**src/rtl/sqrt_result_capture.sv**
```systemverilog
// Clocked capture stage behind the square-root unit's asynchronous output stage: four-phase eval/ack handshake into a FWFT FIFO.
// Optional watchdog on stalled handshakes is enabled with `define SQRT_RESULT_CAPTURE_TIMEOUT_EN.
module sqrt_result_capture #(
    parameter int DW          = 32,
    parameter int DEPTH       = 4,
    parameter int SYNC_STAGES = 2
`ifdef SQRT_RESULT_CAPTURE_TIMEOUT_EN
    ,
    parameter int TO_W        = 8
`endif
) (
    input  logic          ck,
    input  logic          arst,
    input  logic          enable_i,
    input  logic          ack_i,
    input  logic [DW-1:0] data_i,
    output logic          eval_o,
    output logic          out_valid_o,
    input  logic          out_ready_i,
    output logic [DW-1:0] out_data_o,
    output logic          busy_o,
`ifdef SQRT_RESULT_CAPTURE_TIMEOUT_EN
    output logic          timeout_o,
`endif
    output logic [15:0]   cnt_o
);

    localparam int AW = $clog2(DEPTH);
    localparam logic [AW:0] FULL_CNT = DEPTH[AW:0];

    localparam logic [1:0] IDLE = 2'd0;
    localparam logic [1:0] EVAL = 2'd1;
    localparam logic [1:0] CAPT = 2'd2;
    localparam logic [1:0] RTZ  = 2'd3;

    logic [SYNC_STAGES-1:0] ack_sync;
    logic                   ack_s;
    logic [1:0]             state, state_nxt;
    logic [DW-1:0]          mem [DEPTH];
    logic [AW-1:0]          wr_ptr, rd_ptr;
    logic [AW:0]            count;
    logic                   full, push, pop, timeout_hit;

    // NOTE: sequential state uses non-blocking assignments so every flop samples pre-edge values.
    always_ff @(posedge ck or posedge arst) begin
        if (arst) ack_sync <= '0;
        else      ack_sync <= {ack_sync[SYNC_STAGES-2:0], ack_i};
    end
    assign ack_s = ack_sync[SYNC_STAGES-1];

    assign full = (count == FULL_CNT);
    assign push = (state == CAPT);
    assign pop  = out_valid_o && out_ready_i;

    // NOTE: state_nxt is defaulted first so no path through the case leaves it unassigned (no latch).
    always_comb begin
        state_nxt = state;
        unique case (state)
            IDLE: if (enable_i && !full) state_nxt = EVAL;
            EVAL: if (ack_s)             state_nxt = CAPT;
            CAPT:                        state_nxt = RTZ;
            RTZ:  if (!ack_s)            state_nxt = IDLE;
            default:                     state_nxt = IDLE;
        endcase
        if (timeout_hit) state_nxt = IDLE;
    end

    // eval_o is a dedicated flop so the C-element gate never sees decode glitches.
    always_ff @(posedge ck or posedge arst) begin
        if (arst) begin
            state  <= IDLE;
            eval_o <= 1'b0;
        end else begin
            state  <= state_nxt;
            eval_o <= (state_nxt == EVAL);
        end
    end

    // Data is sampled while eval_o is still high and rails are valid; the slot was reserved in IDLE.
    // NOTE: the storage array has no reset; only pointers and count define what is valid.
    always_ff @(posedge ck) begin
        if (state == EVAL && ack_s) mem[wr_ptr] <= data_i;
    end

    always_ff @(posedge ck or posedge arst) begin
        if (arst) begin
            wr_ptr <= '0;
            rd_ptr <= '0;
            count  <= '0;
            cnt_o  <= '0;
        end else begin
            if (push) begin
                wr_ptr <= wr_ptr + 1'b1;
                cnt_o  <= cnt_o + 1'b1;
            end
            if (pop) rd_ptr <= rd_ptr + 1'b1;
            if (push && !pop)      count <= count + 1'b1;
            else if (pop && !push) count <= count - 1'b1;
        end
    end

    assign out_valid_o = (count != '0);
    assign out_data_o  = out_valid_o ? mem[rd_ptr] : '0;
    assign busy_o      = (state != IDLE);

`ifdef SQRT_RESULT_CAPTURE_TIMEOUT_EN
    localparam logic [TO_W-1:0] TO_LAST = ~TO_W'(1);
    logic [TO_W-1:0] to_cnt;

    // Fires on the edge the counter would reach all-ones.
    assign timeout_hit = (state == EVAL || state == RTZ) && (to_cnt == TO_LAST);

    always_ff @(posedge ck or posedge arst) begin
        if (arst) begin
            to_cnt    <= '0;
            timeout_o <= 1'b0;
        end else begin
            if (state_nxt != state && (state_nxt == EVAL || state_nxt == RTZ)) to_cnt <= '0;
            else if (state == EVAL || state == RTZ)                         to_cnt <= to_cnt + 1'b1;
            if (timeout_hit) timeout_o <= 1'b1;
        end
    end
`else
    assign timeout_hit = 1'b0;
`endif

endmodule
```
**config.mk**
```make
export PLATFORM = sky130hd
export DESIGN_NAME = sqrt_result_capture
export DESIGN_NICKNAME = d
export VERILOG_FILES = /design/src/rtl/sqrt_result_capture.sv
export SDC_FILE = /design/constraint.sdc
export NUM_CORES = 1
export LEC_CHECK = 0
export ABC_AREA = 1
export CAP_MARGIN = 5
export CORE_MARGIN = 1
export CORE_UTILIZATION = 35
export CTS_BUF_LIST = sky130_fd_sc_hd__clkbuf_2
export DETAILED_ROUTE_END_ITERATION = 10
export HOLD_SLACK_MARGIN = 0.15
export SYNTH_ARGS = -nofsm -noshare
export SYNTH_HDL_FRONTEND = slang
export SYNTH_SLANG_ARGS = --single-unit
```
**constraint.sdc**
```tcl
create_clock -name ck -period 7.2 [get_ports ck]
set_input_delay 1.44 -clock ck [delete_from_list [all_inputs] [get_ports ck]]
set_output_delay 1.44 -clock ck [all_outputs]
set_load 0.05 [all_outputs]
```
==> metrics.cfg, run 1 <==
[run_status]
status=complete, no violations

[final_layout]
finalNonFillerCells=866
ff_latch_area_um2=4550
nNetsFinal=672
nFillCells=1638
antennaDiodeCount=0
final_area_um2=7780
drive_above_1_share_pct=7.96
multiInputGateArea_um2=1580
syn_to_final_growth_pct=22.1

[detailed_routing]
vias=4186
ant_nets=0
firstDrtPassIters=4
drc=0
wl_per_cell_um=15.8
drtIter0Drc=208
avgViaCountPerCell=4.83
drt-total-wl_um=13700

[global_route]
grt_pass1_wl_um=21800
grt_max_degree=66
overflow=0
grt_util_all_layers_pct=15.8
grt_pass1_vias=4162
grt_antenna_before_repair=0

[critical_path]
endpoint_kind=output port
path_cells=buf_4 -> inv_1 -> buf_4 -> nor2_1 -> o21ai_1 -> a21oi_1 -> clkdlybuf4s50_1
crit_buf_inv=4
start_kind=flip-flop
slowest_stage=clkdlybuf4s50_1
critPathMaxStageDelay_ps=860
critPathKind=flip-flop to output port
critical_path.max_fanout=28
path_common_cell=buf_4
arrival_ps=3730
crit_required_ps=5760
critPathTopFamily=buffers and inverters

[cts]
path_clk_slew_ps=210
cts_sinks=156
clk_latency_ps=700
hold_buffers=0
post_cts_resized=0
ctsHtreeMaxLevel=4
clock-root-buffer=clkbuf_2
numCtsBuffers=17
clock_path_buffers=2
cts_post_setup_buffers_inserted=0
cts_tree=yes

[placed_design]
dp_slack_ps=2790
gp_congestion=0.755
hpwl_um=8070
port_buffers=87
dp.cells=834
dpl_cell_area_um2=7450

[yosys]
yosys_register_bits=156
yosys_warnings=0
yosysUniqueCellTypes=26
synth.net_count=585
seq_area_frac_synth_pct=71.3
syn_avg_cell_area_um2=11.8
postSynthCellCount=541
syn_area_um2=6370

[floorplanning]
die_w_um=137
row_count=48
die-area_um2=18700
start_util_pct=36.3
die_y_um=137
coreArea_um2=17500
io_pins=88

[worst_hold_path]
hold_path_class=flip-flop to flip-flop

[timing]
timing.fmax_mhz=194
finalMaxSlewViolations=0
rsz0062_at_grt=false
finalHoldViolCount=0
min_period_over_period_pct=71.7
final.setup_skew_ps=19.3
setup_viol=0
timing.final.ws_setup_ps=2030
period_needed_ps=5170
hold_slack_ps=388
fin_tns_setup_ps=0
tightest_slew_ps=1110
slew_headroom_pct=25.5

[power_and_ir_drop]
cellLeakagePower_nw=2.86
powerDensity_nw_per_um2=449
vdd.ir_drop.worst_uv=378

[run]
drv_cap=0

## state kept, by name (all words and copies together) (netlist names)
signal    cells
rd_ptr        2
eval_o        1
ack_sync      2
count         3
wr_ptr        2
mem         128
cnt_o        16
state         2
## stage by stage
step / power [mW] / util [%]
after CTS: 3.54 / 44.4
after floorplan: 2.38 / -
after global placement: 2.90 / 42.5
after detailed placement: 2.92 / 42.5
after global routing: 3.70 / 44.4
final: 3.49 / 44.4
## Yosys cell counts, drive strengths merged
| cell | number | area, um2 |
|---|---|---|
| xnor2 | 4 | 35.0 |
| fa | 1 | 20.0 |
| nand2 | 31 | 129 |
| ha | 6 | 75.1 |
| edfxtp | 128 | 3840 |
| xor2 | 11 | 96.3 |
| buf | 18 | 115 |
| nand3 | 15 | 75.1 |
| nor3 | 2 | 10.0 |
| inv | 35 | 134 |
| o21ai | 70 | 350 |
| clkbuf | 6 | 26.3 |
| nor2 | 150 | 581 |
| dfrtp | 28 | 701 |
| a21oi | 35 | 175 |
| nand4 | 1 | 6.26 |
## power breakdown
group          internal (mW)  total [mW]  leakage [nW]  switching [mW]
logic                  0.519        1.71          1.15            1.19
clock network          0.302       0.612         0.189           0.310
registers               1.10        1.17          1.51          0.0699
total                   1.92        3.49          2.86            1.57
## metal layers
layer	share of wire, %	vias to the layer above	track usage [%]
met3	4.5	18	3.78
li1	-	2020	-
met4	1.5	0	6.04
met5	0	-	0
met1	46	2041	20.7
met2	48	107	25.4
## final cells by class
class	instances	share of cell area (%)
flip-flops and latches	156	58.4
well taps	225	3.62
clock inverters	14	3.09
inverters	35	1.72
repair buffers	92	11.7
multi-input cells	326	20.3
clock buffers	18	1.16
## cell families after synthesis
group                      after synthesis  share of synthesized area, %
DFF                                    156                          71.3
AOI/OAI and AO/OA                      105                          8.25
and+or+nand+nor                        199                          12.6
buffers and inverters                   59                          4.32
adders and majority gates                7                          1.49
xor gates and xnor gates                15                          2.06
## layout by cell type (no fill, tap or decap), drive strengths merged, types with 4 or more instances in the layout
cell and n:
a21oi 35, buf 5, bufinv 6, clkbuf 18
clkdlybuf4s50 87, clkinv 5, dfrtp 28, edfxtp 128
ha 6, inv 38, nand2 31, nand3 15
nor2 150, o21ai 70, xnor2 4, xor2 11
## path summary, 6_finish.rpt
path                             start              to  slack, ps  depth (start not counted)
setup / recovery             rd_ptr[1]  out_data_o[31]       2030                          7
hold / removal             ack_sync[0]     ack_sync[1]        390                          0
setup reg to reg              state[1]       mem[2][8]       5000                          3
hold reg to reg            ack_sync[0]     ack_sync[1]        390                          0
max in group asynchronous         arst       rd_ptr[0]       5840                          3
min in group asynchronous         arst       cnt_o[13]       1060                          3
(Power assumes the default switching activity.)
==> run 2: changes to the inputs <==
Clock period 7.2 ns to 4.8 ns, I/O delays scaled along.
==> run 2 against run 1 <==
  * Critical path depth decreased by 3
  * Register-to-register slack got worse by 2400 ps
  * Worst hold slack improved by 5.7 ps
  * Highest routed layer is now met5
  * Critical endpoint is now out_data_o[1]
  * Largest cell class unchanged
==> metrics.cfg, run 2 (synthesis gave the netlist of run 1 again) <==
[run_status]
status=complete, no violations

[power_and_ir_drop]
p_total_mw=5.42
powerDensity_nw_per_um2=690
vdd.ir_drop.worst_uv=431
cellLeakagePower_nw=2.94

[final_layout]
final_area_um2=7860
regMostFlops=mem
nFillCells=1607
antennaDiodeCount=0
syn_to_final_growth_pct=23.3
multiInputGateArea_um2=1580
final_cell_mix=141 x nor2_1, 128 x edfxtp_1, 55 x clkdlybuf4s50_1
drive_above_1_share_pct=13.0
nNetsFinal=671
ff_latch_area_um2=4550
reg.largest.list=mem x128, cnt_o x16, count x3
final_common_cell=nor2_1
largest_reg_flops=128

[global_route]
grt_max_degree=66
overflow=0
grt_pass1_vias=4183
grt_util_all_layers_pct=15.7
grt_antenna_before_repair=2
grt_pass1_wl_um=21700

[timing]
finalMaxSlewViolations=0
slew_headroom_pct=25.6
rsz0062_at_grt=false
fin_tns_setup_ps=0
timing.final.ws_setup_ps=1080
tightest_slew_ps=1110
finalHoldViolCount=0
period_needed_ps=3720
min_period_over_period_pct=77.4
timing.fmax_mhz=269
setup_viol=0
final.setup_skew_ps=23.9

[critical_path]
critPathMaxStageDelay_ps=770
crit_required_ps=3840
path_depth=4
arrival_ps=2760
critPathKind=flip-flop to output port
critPathTopFamily=buffers and inverters
start_kind=flip-flop
crit_buf_inv=2
endpoint_kind=output port
path_cells=inv_2 -> o21ai_0 -> a21oi_1 -> buf_12
ff2ff_path_depth=3
critical_path.max_fanout=65
slowest_stage=inv_2

[cts]
cts_tree=yes
ctsHtreeMaxLevel=4
hold_buffers=0
clock_path_buffers=2
numCtsBuffers=17
clock-root-buffer=clkbuf_2
post_cts_resized=0
path_clk_slew_ps=220
clk_latency_ps=700
cts_post_setup_buffers_inserted=0
cts_sinks=156

[detailed_routing]
vias=4158
ant_nets=0
drtIter0Drc=263
firstDrtPassIters=4
drt-total-wl_um=13700
drc=0
wl_per_cell_um=15.8
avgViaCountPerCell=4.81

[placed_design]
dpl_cell_area_um2=7530
port_buffers=87
hpwl_um=8250
gp_congestion=0.738
dp_slack_ps=1800

[worst_hold_path]
hold_path_class=flip-flop to flip-flop
worstHoldPathCells=0

[run]
drv_cap=0

[floorplanning]
start_util_pct=36.3
die_w_um=137
die-area_um2=18700
coreArea_um2=17500
row_count=48
die_y_um=137
io_pins=88

-- run 2: cell count changes in the layout (fill, tap and decap cells not counted), sizes merged --
cell | previous run | this run
inv | 38 | 37
clkbuf | 18 | 17
clkdlybuf4s50 | 87 | 55
buf | 5 | 36
clkinvlp | 0 | 2
-- run 2: worst paths after layout --
path | from | end | slack (ps)
setup / recovery | rd_ptr[0] | out_data_o[1] | 1080
hold / removal | ack_sync[0] | ack_sync[1] | 390
setup reg to reg | state[1] | mem[3][20] | 2610
hold reg to reg | ack_sync[0] | ack_sync[1] | 390
max in group asynchronous | arst | rd_ptr[0] | 3280
min in group asynchronous | arst | count[1] | 800
-- run 2: worst reg2reg max path: cells and delay by family, from the launching register on --
family	cells	cell delay (ps)
simple gates	2	1260
buf+inv	1	90
flops	1	480
-- run 2: layer usage --
layer / global-route usage [%] / vias up / wire [um]
met5: 0 / - / 11
li1: - / 2016 / -
met3: 5.04 / 13 / 1010
met4: 5.74 / 2 / 149
met2: 25.3 / 127 / 6550
met1: 19.7 / 2000 / 5980
-- run 2: cell type report --
cell class / instances / share of cell area [%]
Clock inverter: 15 / 3.11
Sequential cell: 156 / 57.9
Timing Repair Buffer: 91 / 12.5
Multi-Input combinational cell: 326 / 20.1
Tap cell: 225 / 3.58
Inverter: 35 / 1.70
Clock buffer: 17 / 1.08
-- run 2: where the power goes --
| group | switching, mW | internal (mW) |
|---|---|---|
| clock | 0.465 | 0.447 |
| sequential | 0.102 | 1.65 |
| combinational | 1.83 | 0.919 |
| total | 2.40 | 3.02 |
-- run 2: metrics by stage --
step	utilization, %	instances	hold WS [ps]
floorplan	-	541	331
global placement	42.9	833	336
detailed placement	42.9	833	343
CTS	44.8	865	406
global route	44.8	865	421
finish	44.8	865	393
